$ cat src/rtl/vec_mac_pkg.sv
// Shared defaults and control-state encoding for the vec_mac dot-product engine.
package vec_mac_pkg;

  localparam int OP_WIDTH_DEF  = 8;
  localparam int ACC_WIDTH_DEF = 32;
  localparam int LANES_DEF     = 4;

  // ST_ACC: accumulating, no result shown; ST_HOLD: result presented on out_*.
  typedef enum logic {
    ST_ACC  = 1'b0,
    ST_HOLD = 1'b1
  } state_e;

endpackage

$ cat src/rtl/vec_mac_tree.sv
// Registered adder tree (pipeline S2): sums LANES signed products into an OW-bit result.
// One cycle latency; holds its register whenever en_i is low.
module vec_mac_tree #(
  parameter int LANES = 4,
  parameter int PW    = 17,
  parameter int OW    = 32
) (
  input  logic                clk,
  input  logic                reset,
  input  logic                en_i,
  input  logic                vld_i,
  input  logic [LANES*PW-1:0] prod_i,
  output logic                vld_o,
  output logic [OW-1:0]       sum_o
);

  logic signed [OW-1:0] lvl [LANES];
  logic                 vld_q;
  logic [OW-1:0]        sum_q;

  // Products are resized to OW first; the sum is only ever needed modulo 2^OW.
  always_comb begin
    for (int i = 0; i < LANES; i++) begin
      lvl[i] = OW'($signed(prod_i[i*PW +: PW]));
    end
    for (int w = LANES / 2; w >= 1; w = w / 2) begin
      for (int i = 0; i < w; i++) begin
        lvl[i] = lvl[2*i] + lvl[2*i+1];
      end
    end
  end

  always_ff @(posedge clk) begin
    if (reset) begin
      vld_q <= 1'b0;
      sum_q <= '0;
    end else if (en_i) begin
      vld_q <= vld_i;
      if (vld_i) begin
        sum_q <= lvl[0];
      end
    end
  end

  assign vld_o = vld_q;
  assign sum_o = sum_q;

endmodule

$ cat src/rtl/vec_mac.sv
// Pipelined vector dot-product MAC: result valid 3 cycles after the in_last beat; a held result stalls
// every stage and drops in_ready. Define VEC_MAC_SAT_EN for saturating accumulation with out_overflow.
module vec_mac
  import vec_mac_pkg::*;
#(
  parameter int OP_WIDTH  = OP_WIDTH_DEF,
  parameter int ACC_WIDTH = ACC_WIDTH_DEF,
  parameter int LANES     = LANES_DEF
) (
  input  logic                      clk,
  input  logic                      reset,
  input  logic                      in_valid,
  output logic                      in_ready,
  input  logic                      in_last,
  input  logic                      in_signed,
  input  logic [LANES*OP_WIDTH-1:0] a,
  input  logic [LANES*OP_WIDTH-1:0] b,
  output logic                      out_valid,
  input  logic                      out_ready,
  output logic [ACC_WIDTH-1:0]      out_data,
  output logic                      out_overflow
);

  // Operands widened by one bit so signed and unsigned share one signed multiplier.
  localparam int XW = OP_WIDTH + 1;
  localparam int PW = 2 * OP_WIDTH + 1;

  state_e               state_q, state_d;
  logic                 stall, accept, retire_last;
  logic                 first_q, first_d;
  logic                 vsgn_q, vsgn_d;
  logic                 sgn_eff;
  logic [LANES*PW-1:0]  prod_d;
  logic                 s1_vld_q, s1_last_q;
  logic [LANES*PW-1:0]  s1_prod_q;
  logic                 s2_vld;
  logic [ACC_WIDTH-1:0] s2_sum;
  logic                 s2_last_q;
  logic [ACC_WIDTH-1:0] acc_q, acc_d;
  logic [ACC_WIDTH-1:0] out_data_q, out_data_d;
  logic [ACC_WIDTH-1:0] nxt_c;

  assign out_valid   = (state_q == ST_HOLD);
  assign in_ready    = !(out_valid && !out_ready);
  assign stall       = !in_ready;
  assign accept      = in_valid && in_ready;
  assign retire_last = !stall && s2_vld && s2_last_q;
  assign out_data    = out_data_q;

  // Signedness is latched from the first beat and reused for the rest of the vector.
  assign sgn_eff = first_q ? in_signed : vsgn_q;

  always_comb begin
    first_d = first_q;
    vsgn_d  = vsgn_q;
    if (accept) begin
      first_d = in_last;
      vsgn_d  = sgn_eff;
    end
  end

  always_ff @(posedge clk) begin
    if (reset) begin
      first_q <= 1'b1;
      vsgn_q  <= 1'b0;
    end else begin
      first_q <= first_d;
      vsgn_q  <= vsgn_d;
    end
  end

  always_comb begin
    logic signed [XW-1:0] xa, xb;
    logic signed [PW-1:0] mp;
    prod_d = '0;
    for (int i = 0; i < LANES; i++) begin
      xa = {sgn_eff & a[i*OP_WIDTH+OP_WIDTH-1], a[i*OP_WIDTH +: OP_WIDTH]};
      xb = {sgn_eff & b[i*OP_WIDTH+OP_WIDTH-1], b[i*OP_WIDTH +: OP_WIDTH]};
      mp = PW'(xa) * PW'(xb);
      prod_d[i*PW +: PW] = mp;
    end
  end

  always_ff @(posedge clk) begin
    if (reset) begin
      s1_vld_q  <= 1'b0;
      s1_last_q <= 1'b0;
      s1_prod_q <= '0;
    end else if (!stall) begin
      s1_vld_q <= accept;
      if (accept) begin
        s1_last_q <= in_last;
        s1_prod_q <= prod_d;
      end
    end
  end

  vec_mac_tree #(
    .LANES (LANES),
    .PW    (PW),
    .OW    (ACC_WIDTH)
  ) u_tree (
    .clk    (clk),
    .reset  (reset),
    .en_i   (!stall),
    .vld_i  (s1_vld_q),
    .prod_i (s1_prod_q),
    .vld_o  (s2_vld),
    .sum_o  (s2_sum)
  );

  always_ff @(posedge clk) begin
    if (reset) begin
      s2_last_q <= 1'b0;
    end else if (!stall && s1_vld_q) begin
      s2_last_q <= s1_last_q;
    end
  end

`ifdef VEC_MAC_SAT_EN
  logic                 s1_sgn_q, s2_sgn_q;
  logic [ACC_WIDTH:0]   wide_c;
  logic                 clamp_c;
  logic                 ovf_acc_q, ovf_acc_d;
  logic                 out_ovf_q, out_ovf_d;

  always_ff @(posedge clk) begin
    if (reset) begin
      s1_sgn_q <= 1'b0;
      s2_sgn_q <= 1'b0;
    end else if (!stall) begin
      if (accept) begin
        s1_sgn_q <= sgn_eff;
      end
      if (s1_vld_q) begin
        s2_sgn_q <= s1_sgn_q;
      end
    end
  end

  // One extra bit exposes the carry (unsigned) or sign disagreement (signed).
  always_comb begin
    wide_c  = '0;
    clamp_c = 1'b0;
    nxt_c   = acc_q + s2_sum;
    if (s2_sgn_q) begin
      wide_c = {acc_q[ACC_WIDTH-1], acc_q} + {s2_sum[ACC_WIDTH-1], s2_sum};
      if (wide_c[ACC_WIDTH] != wide_c[ACC_WIDTH-1]) begin
        clamp_c = 1'b1;
        nxt_c   = wide_c[ACC_WIDTH] ? {1'b1, {(ACC_WIDTH-1){1'b0}}}
                                    : {1'b0, {(ACC_WIDTH-1){1'b1}}};
      end else begin
        nxt_c = wide_c[ACC_WIDTH-1:0];
      end
    end else begin
      wide_c  = {1'b0, acc_q} + {1'b0, s2_sum};
      clamp_c = wide_c[ACC_WIDTH];
      nxt_c   = wide_c[ACC_WIDTH] ? {ACC_WIDTH{1'b1}} : wide_c[ACC_WIDTH-1:0];
    end
  end

  always_comb begin
    ovf_acc_d = ovf_acc_q;
    out_ovf_d = out_ovf_q;
    if (!stall && s2_vld) begin
      if (s2_last_q) begin
        out_ovf_d = ovf_acc_q | clamp_c;
        ovf_acc_d = 1'b0;
      end else begin
        ovf_acc_d = ovf_acc_q | clamp_c;
      end
    end
  end

  always_ff @(posedge clk) begin
    if (reset) begin
      ovf_acc_q <= 1'b0;
      out_ovf_q <= 1'b0;
    end else begin
      ovf_acc_q <= ovf_acc_d;
      out_ovf_q <= out_ovf_d;
    end
  end

  assign out_overflow = out_ovf_q;
`else
  always_comb nxt_c = acc_q + s2_sum;

  assign out_overflow = 1'b0;
`endif

  always_comb begin
    acc_d      = acc_q;
    out_data_d = out_data_q;
    if (!stall && s2_vld) begin
      if (s2_last_q) begin
        out_data_d = nxt_c;
        acc_d      = '0;
      end else begin
        acc_d = nxt_c;
      end
    end
  end

  // A new last beat retiring while a result is shown implies out_ready was high.
  always_comb begin
    state_d = state_q;
    case (state_q)
      ST_ACC:  if (retire_last) state_d = ST_HOLD;
      ST_HOLD: begin
        if (retire_last)    state_d = ST_HOLD;
        else if (out_ready) state_d = ST_ACC;
      end
      default: state_d = ST_ACC;
    endcase
  end

  always_ff @(posedge clk) begin
    if (reset) begin
      state_q    <= ST_ACC;
      acc_q      <= '0;
      out_data_q <= '0;
    end else begin
      state_q    <= state_d;
      acc_q      <= acc_d;
      out_data_q <= out_data_d;
    end
  end

endmodule

$ cat config.mk
export PLATFORM = sky130hd
export DESIGN_NAME = vec_mac
export DESIGN_NICKNAME = d
export VERILOG_FILES = /design/src/rtl/vec_mac_pkg.sv /design/src/rtl/vec_mac_tree.sv /design/src/rtl/vec_mac.sv
export SDC_FILE = /design/constraint.sdc
export NUM_CORES = 1
export LEC_CHECK = 0
export BUFFER_PORTS_ARGS = -buffer_cell sky130_fd_sc_hd__clkbuf_2
export CORE_ASPECT_RATIO = 0.7
export CORE_MARGIN = 4
export CORE_UTILIZATION = 35
export CTS_BUF_LIST = sky130_fd_sc_hd__clkbuf_16
export CTS_CLUSTER_SIZE = 10
export DETAILED_ROUTE_END_ITERATION = 16
export GPL_TIMING_DRIVEN = 0
export PLACE_DENSITY_LB_ADDON = 0.12
export SLEW_MARGIN = 30
export SYNTH_ARGS = -nofsm -noshare
export SYNTH_HDL_FRONTEND = slang
export SYNTH_SLANG_ARGS = --single-unit
$ cat constraint.sdc
create_clock -name clk -period 8.5 [get_ports clk]
set_input_delay 0.85 -clock clk [delete_from_list [all_inputs] [get_ports clk]]
set_output_delay 0.85 -clock clk [all_outputs]
set_load 0.02 [all_outputs]
==> results of run 1 <==
state kept, by name (all words and copies together) (netlist names):
signal,cells
s1_prod_q,68
acc_q,32
out_data,32
u_tree.sum_o,32
first_q,1
out_valid,1
s1_last_q,1
s1_vld_q,1
s2_last_q,1
u_tree.vld_o,1
vsgn_q,1
per-stage QoR:
stage	utilization	cells	hold slack [ns]
2_1_floorplan	-	2485	0.432
3_3_place_gp	0.380	3359	0.446
3_5_place_dp	0.380	3359	0.446
4_1_cts	0.390	3391	0.455
5_1_grt	0.390	3391	0.476
6_report	0.390	3391	0.453
power groups by stage:
stage | combinational [uW] | clock (uW) | sequential (uW)
6_report | 4110 | 803 | 1040
4_1_cts | 4160 | 826 | 1040
2_1_floorplan | 3160 | 0 | 1010
5_1_grt | 4750 | 857 | 1050
3_3_place_gp | 4090 | 0 | 1060
3_5_place_dp | 4110 | 0 | 1060
path summary, 6_finish.rpt:
check / to / start
min: out_data[15]$_SDFFE_PP0P_ / out_data[15]$_SDFFE_PP0P_
max reg2reg: s1_prod_q[32]$_SDFFE_PP0P_ / first_q$_SDFFE_PP1P_
max: s1_prod_q[32]$_SDFFE_PP0P_ / in_signed
min reg2reg: out_data[15]$_SDFFE_PP0P_ / out_data[15]$_SDFFE_PP0P_
cell usage in the layout, fill, tap and decap left out, types with 8 or more instances in the layout:
cell type / netlist / layout
xor2_1: 30 / 30
nor2b_1: 10 / 10
nand2_1: 380 / 380
o211ai_1: 10 / 10
or2_2: 10 / 10
and2_1: 154 / 154
nor2_1: 133 / 133
a311o_1: 8 / 8
clkbuf_16: 0 / 17
o21a_1: 8 / 8
o21bai_1: 24 / 24
nor3_1: 41 / 41
a211oi_1: 19 / 19
clkbuf_2: 0 / 77
a22oi_1: 23 / 23
nand3_1: 22 / 22
dfxtp_1: 171 / 171
xnor2_1: 94 / 94
inv_1: 365 / 368
fa_1: 272 / 272
o21ai_0: 41 / 41
and3_1: 17 / 17
nand2b_1: 14 / 14
clkbuf_1: 86 / 85
a21o_1: 37 / 37
a21oi_1: 179 / 179
ha_1: 223 / 223
layer usage:
metal | vias up | global-route usage | routed length (um)
met5 | - | 0 | 0
met4 | 0 | 0.0235 | 464
met2 | 263 | 0.268 | 23100
met1 | 8208 | 0.283 | 30100
li1 | 8174 | - | -
met3 | 27 | 0.0257 | 2090
critical path, delay by kind of cell:
family          cells  cell delay (ns)
mux                 1             0.46
simple gates        3             0.95
buf+inv             5             0.97
fa+ha+maj           6             2.93
compound gates      8             1.67
logic make-up (layout without fill, tap and decap cells):
group / Yosys count / count (layout) / synth area share
other: 1 / 1 / 0.000179
muxes: 4 / 4 / 0.00203
buffers and inverters: 458 / 566 / 0.0822
AOI/OAI and AO/OA: 413 / 413 / 0.126
and+or+nand+nor: 819 / 819 / 0.182
xor gates and xnor gates: 124 / 124 / 0.0518
adders and majority gates: 495 / 495 / 0.393
DFF: 171 / 171 / 0.163
final cells by class:
| class | instances | area [um2] | share of cell area |
|---|---|---|---|
| plain buffers | 92 | 352 | 0.0153 |
| clock buffers | 17 | 425 | 0.0185 |
| clock inverters | 15 | 156 | 0.00682 |
| inverters | 366 | 1370 | 0.0599 |
| multi-input cells | 1856 | 15800 | 0.690 |
| flip-flops and latches | 171 | 3420 | 0.149 |
| well taps | 798 | 998 | 0.0435 |
| repair buffers | 76 | 380 | 0.0166 |
==> out/metrics.yaml, run 1 <==
outcome:
  status: "complete, no violations"
yosys:
  synth.avg_cell_area_um2: 8.44
  synth.cell_area_um2: 21000
  synth_edf_count: 0
  synth.cells.most_frequent: "nand2_1 (380), inv_1 (365), fa_1 (272)"
  synth-seq-cells: 171
  netlist_top_cells_area: "fa_1 (26%), dfxtp_1 (16%), ha_1 (13%), nand2_1 (6.8%), inv_1 (6.5%)"
  synth.most_common_cell: "nand2_1"
  ys.flop_type: "dfxtp_1"
  postSynthCellCount: 2485
  yosysTopAreaCellShare: 0.260
  syn-num-nets: 3050
  yosysWarnings: 0
  synth_cell_types: 79
  synth_seq_area_share: 0.163
  post-synth-top-area-cell: "fa_1"
  synth_async_sr_flop_share: 0
power:
  finalPower_uw: 5950
  pwr-share-comb: 0.690
  vdd_ir_drop_max_mv: 0.170
  swShare: 0.468
  p_seq_frac: 0.175
  power_switching_uw: 2790
  p_leak_uw: 0.0111
  p_per_area_nw_per_um2: 260
  power.share.clock: 0.135
  cellInternalPower_uw: 3170
grt:
  grt_pass1_vias: 16800
  grt_max_degree: 17
  grt_pass1_wl_mm: 92.0
  overflow: 0
  grt.total_usage: 0.180
  antenna_found_initial: 0
final_layout:
  drive_gt1_frac: 0.0509
  fillers: 6105
  nets: 3145
  antenna_cells: 0
  design_area_um2: 22900
  areaGrowthSynthToFinish_pct: 9.35
clock_network:
  cts_tree: "done"
  cts_buffers: 17
  htreeDepth: 4
  postCtsHoldBufs: 0
  cts-root-buf: "clkbuf_16"
  worstSkewPairLatency_ns: 0.45
  cts_setup_buffers: 0
  cts_max_path_buffers: 2
  clk_pin_slew_ns: 0.07
  cts.repair.resized: 0
  numClockSinks: 171
drt:
  first_pass_iters: 5
  wirelength_mm: 55.8
  first_iter_violations: 889
  ant_nets: 0
  via_count: 16700
  drt-wirelength-per-cell_um: 16.4
  drc: 0
  viasPerCell: 4.92
worst_setup_path:
  cp_max_fo: 10
  cp.arrival_ns: 7.90
  cp.required_ns: 8.85
  reg2reg_depth: 22
  critPathSlowestCell: "clkbuf_1"
  critPathMaxStageDelay_ns: 0.70
  endpoint_kind: "flop"
  timing.reg2reg.setup_slack_ns: 1.11
  crit_path_frequent_cell: "fa_1"
  crit_type: "in2reg"
  crit_chain: "clkbuf_2 > mux2_2 > clkbuf_1 > nand2_1 > or2_2 > fa_1 > fa_1 > inv_1 > fa_1 > fa_1 > inv_1 > fa_1 > inv_1 > ha_1 > a21oi_1 > o21bai_1 > a21oi_1 > o21bai_1 > a21oi_1 > o21ai_0 > a21oi_1 > nor4_1 > a311o_1"
  start_kind: "input port"
timing:
  slew_violations: 0
  fmax_mhz: 132
  hold_viol: 0
  worst_pin_slew_ns: 0.873
  fin_tns_setup_ns: 0
  slew_headroom: 0.418
  min_period_over_period: 0.889
  min_period_ns: 7.56
  setup_slack_ns: 0.945
  setup_viol: 0
  rsz0062_at_grt: "no"
  clock_skew_ns: 0.0154
die:
  chipWidth_um: 301
  dieHeight_um: 213
  core-area_um2: 58800
  initial_utilization: 0.357
  rows: 74
  dieArea_um2: 64000
  ios: 105
placed_design:
  pre_cts_slack_ns: 0.346
  dp_hpwl_mm: 46.7
  port-buffer-count: 76
  place_area_um2: 22400
  gp_congestion: 0.883
run:
  maxCapViolations: 0
min_path:
  min_path_type: "reg2reg"
  whs_path_depth: 2
Power figures use the tool's default switching activity.
==> run 2: changes to the inputs <==
--- a/config.mk
+++ b/config.mk
@@ -14,2 +14,3 @@
 export DETAILED_ROUTE_END_ITERATION = 16
+export GPL_ROUTABILITY_DRIVEN = 0
 export GPL_TIMING_DRIVEN = 0
==> constraint.sdc (replaced) <==
create_clock -name clk -period 8.5 [get_ports clk]
set_input_delay 1.7 -clock clk [delete_from_list [all_inputs] [get_ports clk]]
set_output_delay 1.7 -clock clk [all_outputs]
set_load 0.02 [all_outputs]
==> run 2 against run 1 <==
Compared with the run above:
- worst setup slack lost 0.072 ns
- largest power group unchanged
- critical path type unchanged
- via count shrank 0.46%
- highest routed layer unchanged
- sequential power is essentially flat
- first-iteration DRC count shrank 0.11%
==> out/metrics.yaml, run 2 (same netlist as run 1, synthesis figures left out) <==
die:
  dieArea_um2: 64000  # unchanged
  chipWidth_um: 301  # unchanged
  core-area_um2: 58800  # unchanged
  rows: 74  # unchanged
  initial_utilization: 0.357  # unchanged
  dieHeight_um: 213  # unchanged
  ios: 105  # unchanged
power:
  power_switching_uw: 2780  # -0.23%
  vdd_ir_drop_max_mv: 0.170  # about the same
  finalPower_uw: 5950  # -0.12%
  cellInternalPower_uw: 3170  # about the same
  pwr-share-comb: 0.690  # about the same
  p_seq_frac: 0.175  # about the same
  p_per_area_nw_per_um2: 259  # -0.11%
  swShare: 0.467  # -0.000528
  p_leak_uw: 0.0111  # about the same
  power.share.clock: 0.135  # about the same
timing:
  hold_ws_ns: 0.453  # +0.0000270 ns
  setup_viol: 0  # unchanged
  slew_headroom: 0.430  # +0.0121
  hold_viol: 0  # unchanged
  min_period_ns: 7.63  # +0.0720 ns
  rsz0062_at_grt: "no"
  worst_pin_slew_ns: 0.833  # -0.0398 ns
  clock_skew_ns: 0.0157  # +0.000381 ns
  min_period_over_period: 0.897  # +0.00846
  slew_violations: 0  # unchanged
  fmax_mhz: 131  # -0.94%
final_layout:
  largest_reg_flops: 68  # unchanged
  layout_commonest_cell: "nand2_1"
  areaGrowthSynthToFinish_pct: 9.34  # about the same
  area.sequential_um2: 3420  # unchanged
  nets: 3144  # -0.032%
  fin_util: 0.390  # about the same
  antenna_cells: 0  # unchanged
  regMostFlops: "s1_prod_q"
  drive_gt1_frac: 0.0509  # about the same
  fillers: 6103  # -0.033%
  final_cell_mix: "nand2_1 (380), inv_1 (368), fa_1 (272)"
  multiInputGateArea_um2: 15800  # unchanged
drt:
  first_iter_violations: 888  # -0.11%
  first_pass_iters: 5  # unchanged
  viasPerCell: 4.90  # -0.43%
  drc: 0  # unchanged
  drt-wirelength-per-cell_um: 16.3  # -0.68%
  ant_nets: 0  # unchanged
  wirelength_mm: 55.4  # -0.71%
  via_count: 16600  # -0.46%
grt:
  overflow: 0  # unchanged
  grt_max_degree: 17  # unchanged
  grt.total_usage: 0.179  # -0.00121
  antenna_found_initial: 0  # unchanged
  grt_pass1_vias: 16800  # -0.0060%
  grt_pass1_wl_mm: 91.6  # -0.43%
placed_design:
  port-buffer-count: 76  # unchanged
  dp_hpwl_mm: 46.7  # unchanged
worst_setup_path:
  r2r-end: "s1_prod_q[32]$_SDFFE_PP0P_"
  path_buf_inv: 4  # -1
  crit_type: "in2reg"
  cp.arrival_ns: 7.98  # +0.08 ns
  timing.reg2reg.setup_slack_ns: 1.87  # +0.76 ns
  start_kind: "input port"
  crit_chain: "clkbuf_2 > mux2_2 > nand2_1 > or2_2 > fa_1 > fa_1 > inv_1 > fa_1 > fa_1 > inv_1 > fa_1 > inv_1 > ha_1 > a21oi_1 > o21bai_1 > a21oi_1 > o21bai_1 > a21oi_1 > o21ai_0 > a21oi_1 > nor4_1 > a311o_1"
  reg2reg_from: "first_q$_SDFFE_PP1P_"
  crit_path_frequent_cell: "fa_1"
  endpoint_kind: "flop"
  crit_family: "adder cells"
  cp.required_ns: 8.85  # about the same
  cp_max_fo: 16  # +6
  reg2reg_depth: 21  # -4.5%
  critPathMaxStageDelay_ns: 0.55  # -0.15 ns
  critPathSlowestCell: "fa_1"
min_path:
  whs_path_depth: 2  # unchanged
  hold_start: "out_data[15]$_SDFFE_PP0P_"
  hold_end: "out_data[15]$_SDFFE_PP0P_"
  min_path_type: "reg2reg"
clock_network:
  cts_setup_buffers: 0  # unchanged
  clk_pin_slew_ns: 0.07  # about the same
  htreeDepth: 4  # unchanged
  postCtsHoldBufs: 0  # unchanged
  cts_max_path_buffers: 2  # unchanged
  worstSkewPairLatency_ns: 0.46  # about the same
  cts.repair.resized: 0  # unchanged
  cts_tree: "done"
  cts-root-buf: "clkbuf_16"
  cts_buffers: 17  # unchanged
  numClockSinks: 171  # unchanged
outcome:
  status: "complete, no violations"
run:
  maxCapViolations: 0  # unchanged
==> run 2: area by class of cell <==
class	count	area share
Clock buffer	17	0.0186
Multi-Input combinational cell	1856	0.690
Buffer	91	0.0152
Inverter	366	0.0599
Clock inverter	15	0.00682
Tap cell	798	0.0435
Sequential cell	171	0.149
Timing Repair Buffer	76	0.0166
==> run 2: worst max-delay path by stage <==
stage                                 endpoint      start  cells past startpoint
floorplan           s1_prod_q[32]$_SDFFE_PP0P_  in_signed                     22
global placement    s1_prod_q[32]$_SDFFE_PP0P_  in_signed                     23
detailed placement  s1_prod_q[32]$_SDFFE_PP0P_  in_signed                     23
CTS                 s1_prod_q[32]$_SDFFE_PP0P_  in_signed                     22
global route        s1_prod_q[32]$_SDFFE_PP0P_  in_signed                     22
finish              s1_prod_q[32]$_SDFFE_PP0P_  in_signed                     22
==> run 2: power groups by stage <==
stage,logic (uW),registers (uW),clock network (uW)
2_1_floorplan,3160,1010,0
3_3_place_gp,4090,1060,0
3_5_place_dp,4110,1060,0
4_1_cts,4160,1040,826
5_1_grt,4750,1050,857
6_report,4100,1040,804
==> run 2: stage by stage <==
stage	setup slack, ns	setup TNS, ns	instance area, um2	cells
floorplan	1.36	0	21000	2485
global placement	-0.692	-2.06	22400	3359
detailed placement	-0.504	-1.33	22400	3359
CTS	0.840	0	22900	3390
global route	0.490	0	22900	3390
finish	0.873	0	22900	3390
==> run 2: per-layer routing <==
metal	GRT usage	routed length (um)	up-vias
met5	0	0	-
met4	0.0235	421	0
met3	0.0259	2270	23
met2	0.267	23000	275
met1	0.280	29700	8118
li1	-	-	8179
==> run 2: worst min-delay path: stages, from the launching register on <==
cell and delay (ns):
dfxtp_1 0.31, nand2_1 0.05, a21oi_1 0.05
==> run 3: changes to the inputs <==
GPL_TIMING_DRIVEN = default   (was 0)
==> run 3 against run 2 <==
Compared with the run above:
- critical path depth rose by 1
- first-iteration DRC count decreased by 9.0%
- count of clock-buffer cells in the layout unchanged
- non-clock buffer count is 54 lower
- wire length decreased by 6.5%
- cell count fell by 1.7%
- clock skew down 0.0052 ns
- via count fell by 2.1%
- critical path type unchanged
==> out/metrics.yaml, run 3 (same netlist as run 1, synthesis figures left out) <==
outcome:
  status: "complete, no violations"
final_layout:
  drive_gt1_frac: 0.0678  # +0.0169
  largest_reg_flops: 68  # unchanged
  nets: 3090  # -1.7%
  fin_util: 0.387  # -0.00264
  antenna_cells: 0  # unchanged
  final_cell_mix: "nand2_1 (379), inv_1 (366), fa_1 (272)"
  layout_commonest_cell: "nand2_1"
  regMostFlops: "s1_prod_q"
  areaGrowthSynthToFinish_pct: 8.60
timing:
  hold_viol: 0  # unchanged
  clock_skew_ns: 0.0105  # -0.00522 ns
  min_period_ns: 7.15  # -0.478 ns
  min_period_over_period: 0.841  # -0.0562
  slew_headroom: 0.413  # -0.0174
  rsz0062_at_grt: "no"
  setup_slack_ns: 1.35  # +0.478 ns
  slew_violations: 0  # unchanged
  fin_tns_setup_ns: 0  # unchanged
  worst_pin_slew_ns: 0.879  # +0.0456 ns
  fmax_mhz: 140  # +6.7%
  setup_viol: 0  # unchanged
die:
  ios: 105  # unchanged
  initial_utilization: 0.357  # unchanged
  rows: 74  # unchanged
  dieArea_um2: 64000  # unchanged
  core-area_um2: 58800  # unchanged
  chipWidth_um: 301  # unchanged
  dieHeight_um: 213  # unchanged
drt:
  drt-wirelength-per-cell_um: 15.5  # -4.9%
  first_iter_violations: 808  # -9.0%
  drc: 0  # unchanged
  wirelength_mm: 51.8  # -6.5%
  ant_nets: 0  # unchanged
  viasPerCell: 4.87  # -0.44%
  first_pass_iters: 5  # unchanged
  via_count: 16200  # -2.1%
clock_network:
  postCtsHoldBufs: 0  # unchanged
  cts_setup_buffers: 0  # unchanged
  clk_pin_slew_ns: 0.07  # about the same
  cts-root-buf: "clkbuf_16"
  cts_max_path_buffers: 2  # unchanged
  htreeDepth: 4  # unchanged
  cts_buffers: 17  # unchanged
  worstSkewPairLatency_ns: 0.45  # about the same
  numClockSinks: 171  # unchanged
  cts.repair.resized: 0  # unchanged
  cts_tree: "done"
worst_setup_path:
  crit_chain: "clkbuf_2 > mux2_2 > buf_12 > nand2_1 > or2_2 > fa_1 > fa_1 > inv_1 > fa_1 > fa_1 > inv_1 > fa_1 > inv_1 > ha_1 > a21oi_1 > o21bai_1 > a21oi_1 > o21bai_1 > a21oi_1 > o21ai_0 > a21oi_1 > nor4_1 > a311o_1"
  crit_family: "adder cells"
  crit_path_frequent_cell: "fa_1"
  cp_max_fo: 18  # +2
  path_buf_inv: 5  # +1
  cp.arrival_ns: 7.49  # -0.49 ns
  crit_type: "in2reg"
  critPathMaxStageDelay_ns: 0.50  # -0.05 ns
  endpoint_kind: "flop"
  cp.required_ns: 8.84  # about the same
  start_kind: "input port"
  critPathSlowestCell: "fa_1"
grt:
  antenna_found_initial: 0  # unchanged
  grt_util_met1: 0.261  # -0.0197
  top_usage_layer: "met1"
  met2_usage: 0.258  # -0.00879
  grt_pass1_wl_mm: 88.2  # -3.8%
  overflow: 0  # unchanged
  grt_max_degree: 73  # +56
  grt.total_usage: 0.168  # -0.0108
  met3_usage: 0.0171  # -0.00884
  grt_pass1_vias: 17000  # +1.1%
power:
  swShare: 0.465  # -0.00249
  vdd_ir_drop_max_mv: 0.156  # -8.2%
  power.share.clock: 0.127  # -0.008
  power_switching_uw: 2700  # -2.8%
  p_per_area_nw_per_um2: 255  # -1.6%
  cellInternalPower_uw: 3110  # -1.8%
  pwr-share-comb: 0.694  # +0.004
  p_leak_uw: 0.0111  # +0.13%
  p_seq_frac: 0.179  # +0.004
placed_design:
  dp_hpwl_mm: 42.0  # -10%
  pre_cts_slack_ns: 0.901  # +1.41 ns
  port-buffer-count: 103  # +36%
run:
  maxCapViolations: 0  # unchanged
min_path:
  min_path_type: "reg2reg"
run 3: changes by cell type in the layout (fill, tap and decap cells not counted), moves of 4 or more:
cell      previous run  this run
clkbuf_2            77       102
clkbuf_1            84         0
buf_1                4         0
buf_4                1        10
run 3: per-layer routing:
layer  vias to the layer above  wire (um)  share of wire
li1                       8067          -              -
met1                      7991      28100           0.54
met2                       171      22000           0.43
met3                        20       1330          0.026
met4                         0        348         0.0067
met5                         -          0              0
run 3: power groups by stage:
stage / clock, uW / sequential, uW / combinational, uW
after global routing: 793 / 1060 / 4690
after detailed placement: 0 / 1060 / 4050
after floorplan: 0 / 1010 / 3160
after global placement: 0 / 1060 / 4020
after CTS: 762 / 1040 / 4090
final: 737 / 1040 / 4030
run 3: worst min-delay path, delay by kind of cell (launching register included):
kind            cells  cell delay, ns
compound gates      1            0.05
simple gates        1            0.05
flops               1            0.31
run 3: final timing paths:
| check | startpoint | endpoint | slack, ns | cells past startpoint |
|---|---|---|---|---|
| hold / removal | out_data[21]$_SDFFE_PP0P_ | out_data[21]$_SDFFE_PP0P_ | 0.45 | 2 |
| hold reg to reg | out_data[21]$_SDFFE_PP0P_ | out_data[21]$_SDFFE_PP0P_ | 0.45 | 2 |
| setup reg to reg | first_q$_SDFFE_PP1P_ | s1_prod_q[15]$_SDFFE_PP0P_ | 2.29 | 22 |
| setup / recovery | in_signed | s1_prod_q[15]$_SDFFE_PP0P_ | 1.35 | 23 |
run 3: layout make-up:
class	instances	area, um2
clock buffer	17	425
clock inverter	13	106
fill	6130	36000
inverter	366	1370
multi-input combinational	1856	15800
sequential	171	3420
tap	798	998
timing repair buffer	113	606
run 3: per-stage QoR:
step	instances	power, uW	hold WS [ns]	instance area [um2]
2_1_floorplan	2485	4180	0.432	21000
3_3_place_gp	3304	5080	0.444	22200
3_5_place_dp	3304	5110	0.449	22200
4_1_cts	3334	5900	0.458	22800
5_1_grt	3334	6540	0.476	22800
6_report	3334	5810	0.453	22800
